$ cat src/rtl/tdm_demux4.sv
// Receive side of the 4-channel TDM link: gathers slots 0..3 of a frame into shadow
// registers and publishes all four channel words together, flagging early-sof aborts.
module tdm_demux4 #(
   parameter int W     = 2,
   parameter int CNT_W = 8
) (
   input  logic             clk,
   input  logic             rst,
   input  logic             EN,
   input  logic [W-1:0]     din,
   input  logic             din_vld,
   input  logic             sof,
   output logic [W-1:0]     A,
   output logic [W-1:0]     B,
   output logic [W-1:0]     C,
   output logic [W-1:0]     D,
   output logic             frame_vld,
   output logic             frame_err,
   output logic [1:0]       slot,
   output logic             busy,
   output logic [CNT_W-1:0] frame_cnt
);

   typedef enum logic {ST_IDLE = 1'b0, ST_RECV = 1'b1} state_t;

   localparam logic [CNT_W-1:0] CNT_ONE = {{(CNT_W-1){1'b0}}, 1'b1};

   state_t           state_r, state_s;
   logic [1:0]       slot_s;
   logic [W-1:0]     sh0_r, sh1_r, sh2_r;
   logic [W-1:0]     sh0_s, sh1_s, sh2_s;
   logic [W-1:0]     a_s, b_s, c_s, d_s;
   logic             vld_s, err_s;
   logic [CNT_W-1:0] cnt_s;
   logic             accept_s;

   // Next-state and next-output computation for the frame collector.
   always_comb begin
      state_s  = state_r;
      slot_s   = slot;
      sh0_s    = sh0_r;
      sh1_s    = sh1_r;
      sh2_s    = sh2_r;
      a_s      = A;
      b_s      = B;
      c_s      = C;
      d_s      = D;
      vld_s    = 1'b0;
      err_s    = 1'b0;
      cnt_s    = frame_cnt;
      accept_s = (EN == 1'b0) && din_vld;

      case (state_r)
         ST_IDLE: begin
            // Beats without sof while idle are orphans and silently dropped.
            if (accept_s && sof) begin
               sh0_s   = din;
               slot_s  = 2'd1;
               state_s = ST_RECV;
            end else begin
               state_s = ST_IDLE;
            end
         end
         ST_RECV: begin
            if (accept_s && sof) begin
               // Early sof aborts the partial frame and starts a new one with this beat.
               err_s  = 1'b1;
               sh0_s  = din;
               slot_s = 2'd1;
            end else if (accept_s) begin
               case (slot)
                  2'd1: begin
                     sh1_s  = din;
                     slot_s = 2'd2;
                  end
                  2'd2: begin
                     sh2_s  = din;
                     slot_s = 2'd3;
                  end
                  2'd3: begin
                     a_s     = sh0_r;
                     b_s     = sh1_r;
                     c_s     = sh2_r;
                     d_s     = din;
                     vld_s   = 1'b1;
                     cnt_s   = frame_cnt + CNT_ONE;
                     slot_s  = 2'd0;
                     state_s = ST_IDLE;
                  end
                  default: begin
                     slot_s  = 2'd0;
                     state_s = ST_IDLE;
                  end
               endcase
            end else begin
               state_s = ST_RECV;
            end
         end
         default: begin
            state_s = ST_IDLE;
            slot_s  = 2'd0;
         end
      endcase
   end

   // State, shadow and output registers; reset overrides everything.
   always_ff @(posedge clk) begin
      if (rst) begin
         state_r   <= ST_IDLE;
         slot      <= 2'd0;
         busy      <= 1'b0;
         sh0_r     <= '0;
         sh1_r     <= '0;
         sh2_r     <= '0;
         A         <= '0;
         B         <= '0;
         C         <= '0;
         D         <= '0;
         frame_vld <= 1'b0;
         frame_err <= 1'b0;
         frame_cnt <= '0;
      end else begin
         state_r   <= state_s;
         slot      <= slot_s;
         busy      <= (state_s == ST_RECV);
         sh0_r     <= sh0_s;
         sh1_r     <= sh1_s;
         sh2_r     <= sh2_s;
         A         <= a_s;
         B         <= b_s;
         C         <= c_s;
         D         <= d_s;
         frame_vld <= vld_s;
         frame_err <= err_s;
         frame_cnt <= cnt_s;
      end
   end

endmodule

$ cat config.mk
export PLATFORM = sky130hd
export DESIGN_NAME = tdm_demux4
export DESIGN_NICKNAME = d
export VERILOG_FILES = /design/src/rtl/tdm_demux4.sv
export SDC_FILE = /design/constraint.sdc
export NUM_CORES = 1
export LEC_CHECK = 0
export CORE_MARGIN = 2
export CORE_UTILIZATION = 54
export CTS_BUF_LIST = sky130_fd_sc_hd__clkbuf_4
export DETAILED_ROUTE_END_ITERATION = 8
export PLACE_DENSITY = 0.89
export RECOVER_POWER = 100
export SETUP_SLACK_MARGIN = 0.05
export SYNTH_ARGS = -nofsm -noshare
export SYNTH_HDL_FRONTEND = slang
export SYNTH_SLANG_ARGS = --single-unit
$ cat constraint.sdc
create_clock -name clk -period 2.2 [get_ports clk]
set_clock_uncertainty 0.05 [all_clocks]
set_input_delay 0.66 -clock clk [delete_from_list [all_inputs] [get_ports clk]]
set_output_delay 0.66 -clock clk [all_outputs]
set_load 0.05 [all_outputs]
---- Word-level counts from Yosys, hierarchy flattened ----
Cells that the tools add are included.
word-level totals
  register bits after elaboration ......... 27
  input port bits ......................... 7
  output and inout bits ................... 21
  logic and storage cells ................. 43
cells by class
  $add $sub $neg .......................... 1
  equal/unequal tests ..................... 5
  mux-type cells .......................... 12
  bitwise gates (word level) .............. 4
  reduce and logical (&&, ||, !) cells .... 9
operators with widths
  operator                                       number
  AND reduction 4 bit                            3
  adder 8 x 1 -> 8 bit, second input constant    1
  two-way mux 2 bit                              4
  case mux 2 bit (2 select lines)                2
  two-way mux 1 bit                              5
  == test 2 bit, second input constant           2
  inverter 1 bit                                 4
  OR reduction 2 bit                             2
  OR reduction 4 bit                             1
  != test 3 x 1 -> 1 bit, second input constant  1
  == test 2 x 1 -> 1 bit, second input constant  1
  logical AND 1 bit                              2
  != test 2 bit, second input constant           1
  case mux 1 bit (2 select lines)                1
  AND reduction 2 bit                            1

---- Logic depth before layout (Yosys ltp) ----
Gate-level depths: netlist (run 1).
  depth after elaboration ................. 6
  mapped depth ............................ 5
  depth with buffers taken out ............ 5

---- Least setup slack after synthesis (run 1) ----
OpenSTA, ideal clock, no wires.
  path kind ............................... register -> register
  start point ............................. reg slot[1]
  end point ............................... reg frame_cnt[5]
  library setup time ...................... 0.070 ns
  arrival time ............................ 1.761 ns
  data required time ...................... 2.080 ns
  slack ................................... 0.319 ns
  cell stages (with the launch flop) ...... 5
  path buffers ............................ 0
  period minus slack after synthesis ...... 1.881 ns
  cell sequence ........................... dfxtp_1 > ha_1 > nand4_1 > or4_1 > a21oi_1
between the ends
  longest elaborated chain between the ends .. 2
ends and longest elaborated chain
  what                                  line  RTL
  start, declared                       19    output logic [1:0] slot,
  start signal, assigned                124   slot <= slot_s;
  == test 2 bit                         71    case (slot)
  AND reduction 4 bit (no source line)  n/a
  end signal, assigned                  135   frame_cnt <= cnt_s;
  end, declared                         21    output logic [CNT_W-1:0] frame_cnt
Every way passes these cells.
A chain may end at the register's enable or synchronous reset.

---- Worst setup path in the final report (run 1) ----
  start point ............................. reg frame_cnt[1]
  end point ............................... out frame_cnt[1]
No word-level cell between the ends.

==> impl_metrics.yaml, run 1 <==
timing:
  slew_violations: 0
  post-route-period-util_pct: 89.58
  worst-slew-pin-transition_ns: 0.5959
  setup_violations: 0
  clock.fmax_ghz: 0.5074
  final.min_clock_period_ns: 1.971
  layout_setup_ws_ns: 0.2293
  slew_headroom_pct: 60.44
  hold_ws_ns: 0.4305
  hold_viol: 0
  setup_tns_ns: 0
  rsz0062_at_grt: "false"
logic_synthesis:
  synth_xor_area_share_pct: 0
  synth-seq-cells: 27
  synth_cell_type_count: 27
  synth_top_family_by_area: "simple AND/OR/NAND/NOR gates"
  synth_top_cell_area_share_pct: 46.65
  yosysWarnings: 0
  synthArstFlopShare_pct: 0
  synth-simple-area-share_pct: 21.06
  synth_compound_area_share_pct: 19.87
  synth_edf_count: 0
  synthAdderAreaFrac_pct: 4.320
  syn_inst: 133
  netlist_area_sq_um: 1159
  syn_nets: 144
  synthFlopType: "dfxtp_1"
  yosysSeqAreaShare_pct: 46.65
  synth.area.mux_share_pct: 2.700
  synth_top_area_cell: "dfxtp_1"
  synth_area_leaders: "dfxtp_1 (47%), a21oi_1 (9.5%), o21ai_0 (7.8%)"
  syn-mean-instance-area_sq_um: 8.711
layout:
  nFillCells: 174
  drive_gt1_share_pct: 9.146
  antenna_cells: 0
  final_util_pct: 71.38
  area_delta_synth_final_pct: 23.33
  fin_nets: 176
clock_tree:
  cts_tree: "done"
  holdBufCountCts: 0
  clock_latency_ns: 0.32
  clock_path_buffers: 2
  cts_buffers: 3
  cts_root_buf: "clkbuf_4"
  cts_setup_buffers: 0
  clk_pin_slew_worst_paths_ns: 0.14
  htreeDepth: 1
  clock-sinks: 27
floorplan:
  die_w_um: 50.32
  die_y_um: 50.32
  rows: 16
  dieArea_sq_um: 2532
  io_pins: 28
  design.core.area_sq_um: 2002
  initial_core_util_pct: 57.87
global_routing:
  use_met2_pct: 33.55
  grt_usage_pct: 20.14
  grt_max_degree: 17
  met3_usage_pct: 4.167
  grt-ovfl-total: 0
  grt.busiest_layer: "met2"
  antenna_found_initial: 0
  met1_usage_pct: 24.81
  grt_pass1_vias: 933
  grt_pass1_wl_um: 3870
critical_path:
  ff2ff_setup_slack_ns: 0.42
  crit_start: "frame_cnt[1]"
  crit_fanout: 6
  cpMaxStageDelayCell: "clkbuf_1"
  regToRegEndpoint: "frame_cnt[5]"
  worst-path-buf-inv: 1
  critPathLaunchType: "flip-flop"
  crit_family: "buffers and inverters"
  crit_arrival_ns: 1.26
  reg2reg_from: "slot[0]"
  path_cells: "clkbuf_1"
  critPathCapture: "frame_cnt[1]"
  worst_setup_path_end_kind: "primary output"
  cp.depth: 1
  crit_type: "reg -> out"
  cp_data_required_time_ns: 1.49
  cpPeakStageDelay_ns: 0.49
  rr_worst_depth: 4
placed_design:
  place_congestion: 0.8779
  dp_slack_ns: -0.06526
  dp_hpwl_um: 1751
  portBuffers: 27
route:
  drc: 0
  dr.pass1.iters: 4
  wl_um: 2340
  avgViaCountPerCell: 5.607
  first_iter_violations: 43
  antenna_left: 0
  num_vias: 1071
  wl_per_cell_um: 12.25
pwr:
  power.leakage_nw: 0.5415
  p_total_mw: 0.7661
  vdd_drop_max_v: 0.0005294
  power.density_nw_per_um2: 536.2
hold_path:
  holdPathStages: 2
  hp-class: "reg -> reg"
outcome:
  outcome: "complete, no violations"
run:
  maxCapViolCount: 0
[worst min-delay path by stage]
stage	startpoint	to	slack, ns
detailed placement	sh2_r[0]	C[0]	0.41
CTS	D[1]	D[1]	0.43
floorplan	sh1_r[0]	B[0]	0.39
global placement	sh1_r[0]	B[0]	0.41
finish	sh0_r[1]	A[1]	0.43
global route	sh0_r[0]	A[0]	0.46
[stage by stage]
stage,cell area [sq um],cells
global placement,1460,187
CTS,1479,191
floorplan,1159,133
global route,1429,191
finish,1429,191
detailed placement,1460,187
[final cells by class]
cell class | count | area, sq um | share of cell area (%)
tap | 27 | 33.78 | 2.364
multi-input combinational | 91 | 555.5 | 38.88
clock buffer | 3 | 22.52 | 1.576
sequential | 27 | 540.5 | 37.83
clock inverter | 1 | 7.507 | 0.5254
timing repair buffer | 36 | 246.5 | 17.25
inverter | 6 | 22.52 | 1.576
[sequential cells by signal (all words and copies together), names as in the netlist]
name       flops
frame_cnt      8
A              2
sh0_r          2
slot           2
state_r        1
D              2
C              2
sh2_r          2
B              2
sh1_r          2
frame_vld      1
frame_err      1
[power by group]
group	total (mW)	switching [mW]	internal, mW
combinational	0.0555	0.0313	0.0242
clock	0.215	0.145	0.0696
sequential	0.496	0.00345	0.492
[logic make-up (layout without fill, tap and decap cells)]
family,count (synthesis),after routing
compound gates,44,44
fa+ha+maj,4,4
buf+inv,15,46
flops,27,27
mux,3,3
simple gates,40,40
[synthesized netlist by cell type, types with 2 or more instances]
master,count
o31ai_1,4
dfxtp_1,27
mux2i_1,2
nand4_1,2
inv_1,6
ha_1,4
nor2_1,4
or4_1,4
clkbuf_1,6
nand3_1,14
a21oi_1,22
nand2_1,5
or3_1,2
o21ai_0,18
[timing repair]
action | CTS | global route
endpoints found under the setup margin | 9 | 0
hold endpoints to repair | 0 | 0
resized for setup | 9 | 0
[cell usage in the layout (no fill, tap or decap), types with 2 or more instances in the layout]
cell type / Yosys / routed
clkbuf_4: 0 / 3
nand3_1: 14 / 14
o21ai_0: 18 / 18
o31ai_1: 4 / 4
buf_4: 1 / 7
ha_1: 4 / 4
mux2i_1: 2 / 2
dlygate4sd2_1: 0 / 9
clkbuf_1: 6 / 12
nor2_1: 4 / 4
dfxtp_1: 27 / 27
clkdlybuf4s50_1: 0 / 5
nand4_1: 2 / 2
nand2_1: 5 / 5
a21oi_1: 22 / 22
or3_1: 2 / 2
or4_1: 4 / 4
clkbuf_2: 1 / 2
inv_1: 6 / 6
[routing by layer]
metal | wire length (um) | share of wire [%]
met1 | 1025 | 44
met3 | 129 | 5.5
met5 | 0 | 0
met2 | 1149 | 49
met4 | 35 | 1.5
No activity file was read; power rests on OpenSTA's default activity.
==> run 2: changes to the inputs <==
CORE_UTILIZATION = 40   (was 54)
PLACE_DENSITY = 0.7   (was 0.89)
==> impl_metrics.yaml, run 2 (synthesis results as in run 1) <==
outcome:
  outcome: "complete, no violations"
timing:
  setup_violations: 0
  post-route-period-util_pct: 89.69
  hold_ws_ns: 0.4320
  setup_tns_ns: 0
  final.min_clock_period_ns: 1.973
  rsz0062_at_grt: "false"
  hold_viol: 0
  clock.fmax_ghz: 0.5068
  layout_setup_ws_ns: 0.2268
  worst-slew-pin-transition_ns: 0.5990
  slew_violations: 0
  slew_headroom_pct: 60.24
floorplan:
  die_w_um: 57.82
  design.core.area_sq_um: 2758
  rows: 19
  dieArea_sq_um: 3343
  die_y_um: 57.82
  io_pins: 28
  initial_core_util_pct: 42.01
global_routing:
  grt_usage_pct: 15.75
  grt_max_degree: 16
  grt_pass1_vias: 988
  antenna_found_initial: 0
  grt-ovfl-total: 0
  grt_pass1_wl_um: 4202
pwr:
  vdd_drop_max_v: 0.0003648
  power.density_nw_per_um2: 541.3
  power.leakage_nw: 0.5205
  p_total_mw: 0.7627
critical_path:
  worst-path-buf-inv: 1
  path_cells: "clkbuf_1"
  critPathLaunchType: "flip-flop"
  worst_setup_path_end_kind: "primary output"
  crit_fanout: 6
  crit_family: "buffers and inverters"
  cpMaxStageDelayCell: "clkbuf_1"
  crit_arrival_ns: 1.26
  cp_data_required_time_ns: 1.49
  crit_type: "reg -> out"
  cpPeakStageDelay_ns: 0.49
clock_tree:
  clock-sinks: 27
  clk_pin_slew_worst_paths_ns: 0.14
  clock_path_buffers: 2
  clock_latency_ns: 0.32
  cts_buffers: 3
  holdBufCountCts: 0
  htreeDepth: 1
  cts_root_buf: "clkbuf_4"
  cts_tree: "done"
route:
  wl_um: 2533
  wl_per_cell_um: 13.06
  antenna_left: 0
  dr.pass1.iters: 4
  avgViaCountPerCell: 5.448
  num_vias: 1057
  first_iter_violations: 21
  drc: 0
layout:
  area_delta_synth_final_pct: 21.60
  largest_reg_flops: 8
  seqCellArea_sq_um: 540.5
  fin_nets: 175
  drive_gt1_share_pct: 8.589
  final_common_cell: "dfxtp_1"
  nFillCells: 300
  multi_input_area_sq_um: 555.5
  fin_area_sq_um: 1409
  top_register: "frame_cnt"
  final_util_pct: 51.09
  final_cells: 194
  most-common-layout-cells: "dfxtp_1 (27), a21oi_1 (22), o21ai_0 (18)"
  antenna_cells: 0
hold_path:
  hp-class: "reg -> reg"
placed_design:
  placed_area_sq_um: 1450
  dp_hpwl_um: 1912
  dpl.cell_count: 190
  dp_slack_ns: -0.03963
  portBuffers: 27
  place_congestion: 0.7724
run:
  maxCapViolCount: 0
-- run 2: layout make-up --
class                           instances  share of cell area, %
Timing Repair Buffer                   35                  15.90
Tap cell                               31                  2.753
Clock buffer                            3                  1.599
Inverter                                6                  1.599
Sequential cell                        27                  38.37
Clock inverter                          1                 0.3552
Multi-Input combinational cell         91                  39.43
-- run 2: layer usage --
| metal | share of wire (%) | track usage (%) | wire length [um] |
|---|---|---|---|
| met2 | 48 | 27.11 | 1214 |
| met3 | 5.0 | 2.902 | 126 |
| met5 | 0 | 0 | 0 |
| met1 | 47 | 20.37 | 1182 |
| met4 | 0.39 | 3.987 | 10 |
-- run 2: path summary, 6_finish.rpt --
kind                start            to  slack (ns)  depth (start not counted)
max          frame_cnt[1]  frame_cnt[1]        0.23                          1
min              sh2_r[0]          C[0]        0.43                          2
max reg2reg       slot[1]  frame_cnt[5]        0.44                          4
min reg2reg      sh2_r[0]          C[0]        0.43                          2
-- run 2: repair_timing --
item                       4_1_cts  5_1_grt
gates resized for setup          6        0
setup buffers                    0        0
setup endpoints to repair        6        0
-- run 2: where the power goes --
group	total, mW	internal [mW]	switching [mW]	leakage [nW]
combinational	0.0547	0.0236	0.0312	0.285
sequential	0.496	0.492	0.00348	0.218
clock	0.212	0.0682	0.144	0.0177
==> run 3: changes to the inputs <==
REMOVE_ABC_BUFFERS = 1   (was not set)
==> impl_metrics.yaml, run 3 (synthesis results as in run 1) <==
clock_tree:
  cts_buffers: 3
  clock_path_buffers: 2
  cts_setup_buffers: 0
  htreeDepth: 1
  cts_tree: "done"
  clock-sinks: 27
  clock_latency_ns: 0.32
  clk_pin_slew_worst_paths_ns: 0.14
  cts_root_buf: "clkbuf_4"
critical_path:
  cpPeakStageDelay_ns: 0.49
  crit_type: "reg -> out"
  rr_worst_depth: 4
  cp.depth: 1
  path_cells: "clkbuf_1"
  critPathLaunchType: "flip-flop"
  cp_data_required_time_ns: 1.49
  crit_arrival_ns: 1.28
  worst-path-buf-inv: 1
  crit_family: "buffers and inverters"
  crit_fanout: 6
  cpMaxStageDelayCell: "clkbuf_1"
  worst_setup_path_end_kind: "primary output"
pwr:
  p_total_mw: 0.7671
  vdd_drop_max_v: 0.0003717
  power.leakage_nw: 0.5148
  power.density_nw_per_um2: 541.6
timing:
  final.min_clock_period_ns: 1.991
  setup_violations: 0
  clock.fmax_ghz: 0.5023
  hold_viol: 0
  hold_ws_ns: 0.4281
  slew_violations: 0
  worst-slew-pin-transition_ns: 0.6070
  setup_tns_ns: 0
  post-route-period-util_pct: 90.49
  slew_headroom_pct: 59.70
  rsz0062_at_grt: "false"
outcome:
  outcome: "complete, no violations"
layout:
  top_register: "frame_cnt"
  final_util_pct: 51.36
  antenna_cells: 0
  drive_gt1_share_pct: 10.37
  final_common_cell: "dfxtp_1"
  final_cells: 195
  most-common-layout-cells: "dfxtp_1 (27), a21oi_1 (22), o21ai_0 (18)"
  largest_reg_flops: 8
  area_delta_synth_final_pct: 22.25
  fin_nets: 176
  nFillCells: 285
global_routing:
  antenna_found_initial: 0
  grt_usage_pct: 15.33
  grt_max_degree: 20
  grt_pass1_vias: 966
  grt-ovfl-total: 0
  grt_pass1_wl_um: 4029
floorplan:
  initial_core_util_pct: 42.01
  io_pins: 28
  dieArea_sq_um: 3343
  die_y_um: 57.82
  rows: 19
  die_w_um: 57.82
  design.core.area_sq_um: 2758
hold_path:
  holdPathStages: 2
  hp-class: "reg -> reg"
route:
  first_iter_violations: 27
  wl_um: 2539
  drc: 0
  num_vias: 1085
  antenna_left: 0
  dr.pass1.iters: 4
  avgViaCountPerCell: 5.564
  wl_per_cell_um: 13.02
placed_design:
  portBuffers: 27
  place_congestion: 0.7228
  dpl.cell_count: 191
  dp_hpwl_um: 1927
run:
  maxCapViolCount: 0
run 3: through the flow:
stage / setup WS (ns) / cell area (sq um)
2_1_floorplan: 0.1234 / 1119
3_3_place_gp: 0.01555 / 1453
3_5_place_dp: -0.01153 / 1453
4_1_cts: 0.2712 / 1478
5_1_grt: 0.1530 / 1416
6_report: 0.2092 / 1416
run 3: report_power, final:
group          total (mW)  internal [mW]  leakage [nW]  switching (mW)
clock network       0.215         0.0694        0.0139           0.145
registers           0.496          0.493         0.218         0.00375
logic              0.0561         0.0247         0.283          0.0314
total               0.767          0.587         0.515           0.180
run 3: tightest hold or removal path, delay by kind of cell, from the launching register on:
| family | cells | cell delay [ns] |
|---|---|---|
| simple gates | 1 | 0.06 |
| flops | 1 | 0.34 |
| compound gates | 1 | 0.05 |
run 3: per-layer routing:
metal	vias to the layer above	routed length (um)	GRT usage (%)
li1	543	-	-
met4	0	10	7.309
met1	510	1125	19.52
met3	2	165	2.902
met5	-	0	0
met2	30	1238	25.00
run 3: timing repair:
action,in CTS,in global routing
resized for setup,4,0
endpoints found under the setup margin,4,0
hold buffers,0,0
run 3: final cells by class:
cell class / instances / area [sq um] / area share, %
timing repair buffer: 36 / 229.0 / 16.17
multi-input combinational: 91 / 555.5 / 39.22
clock buffer: 3 / 22.52 / 1.590
clock inverter: 1 / 7.507 / 0.5300
tap: 31 / 38.79 / 2.739
sequential: 27 / 540.5 / 38.16
inverter: 6 / 22.52 / 1.590
run 3: path summary, 6_finish.rpt:
path,slack [ns],to,startpoint
hold reg to reg,0.43,A[1],sh0_r[1]
setup / recovery,0.21,busy,state_r
hold / removal,0.43,A[1],sh0_r[1]
setup reg to reg,0.46,frame_cnt[5],slot[1]
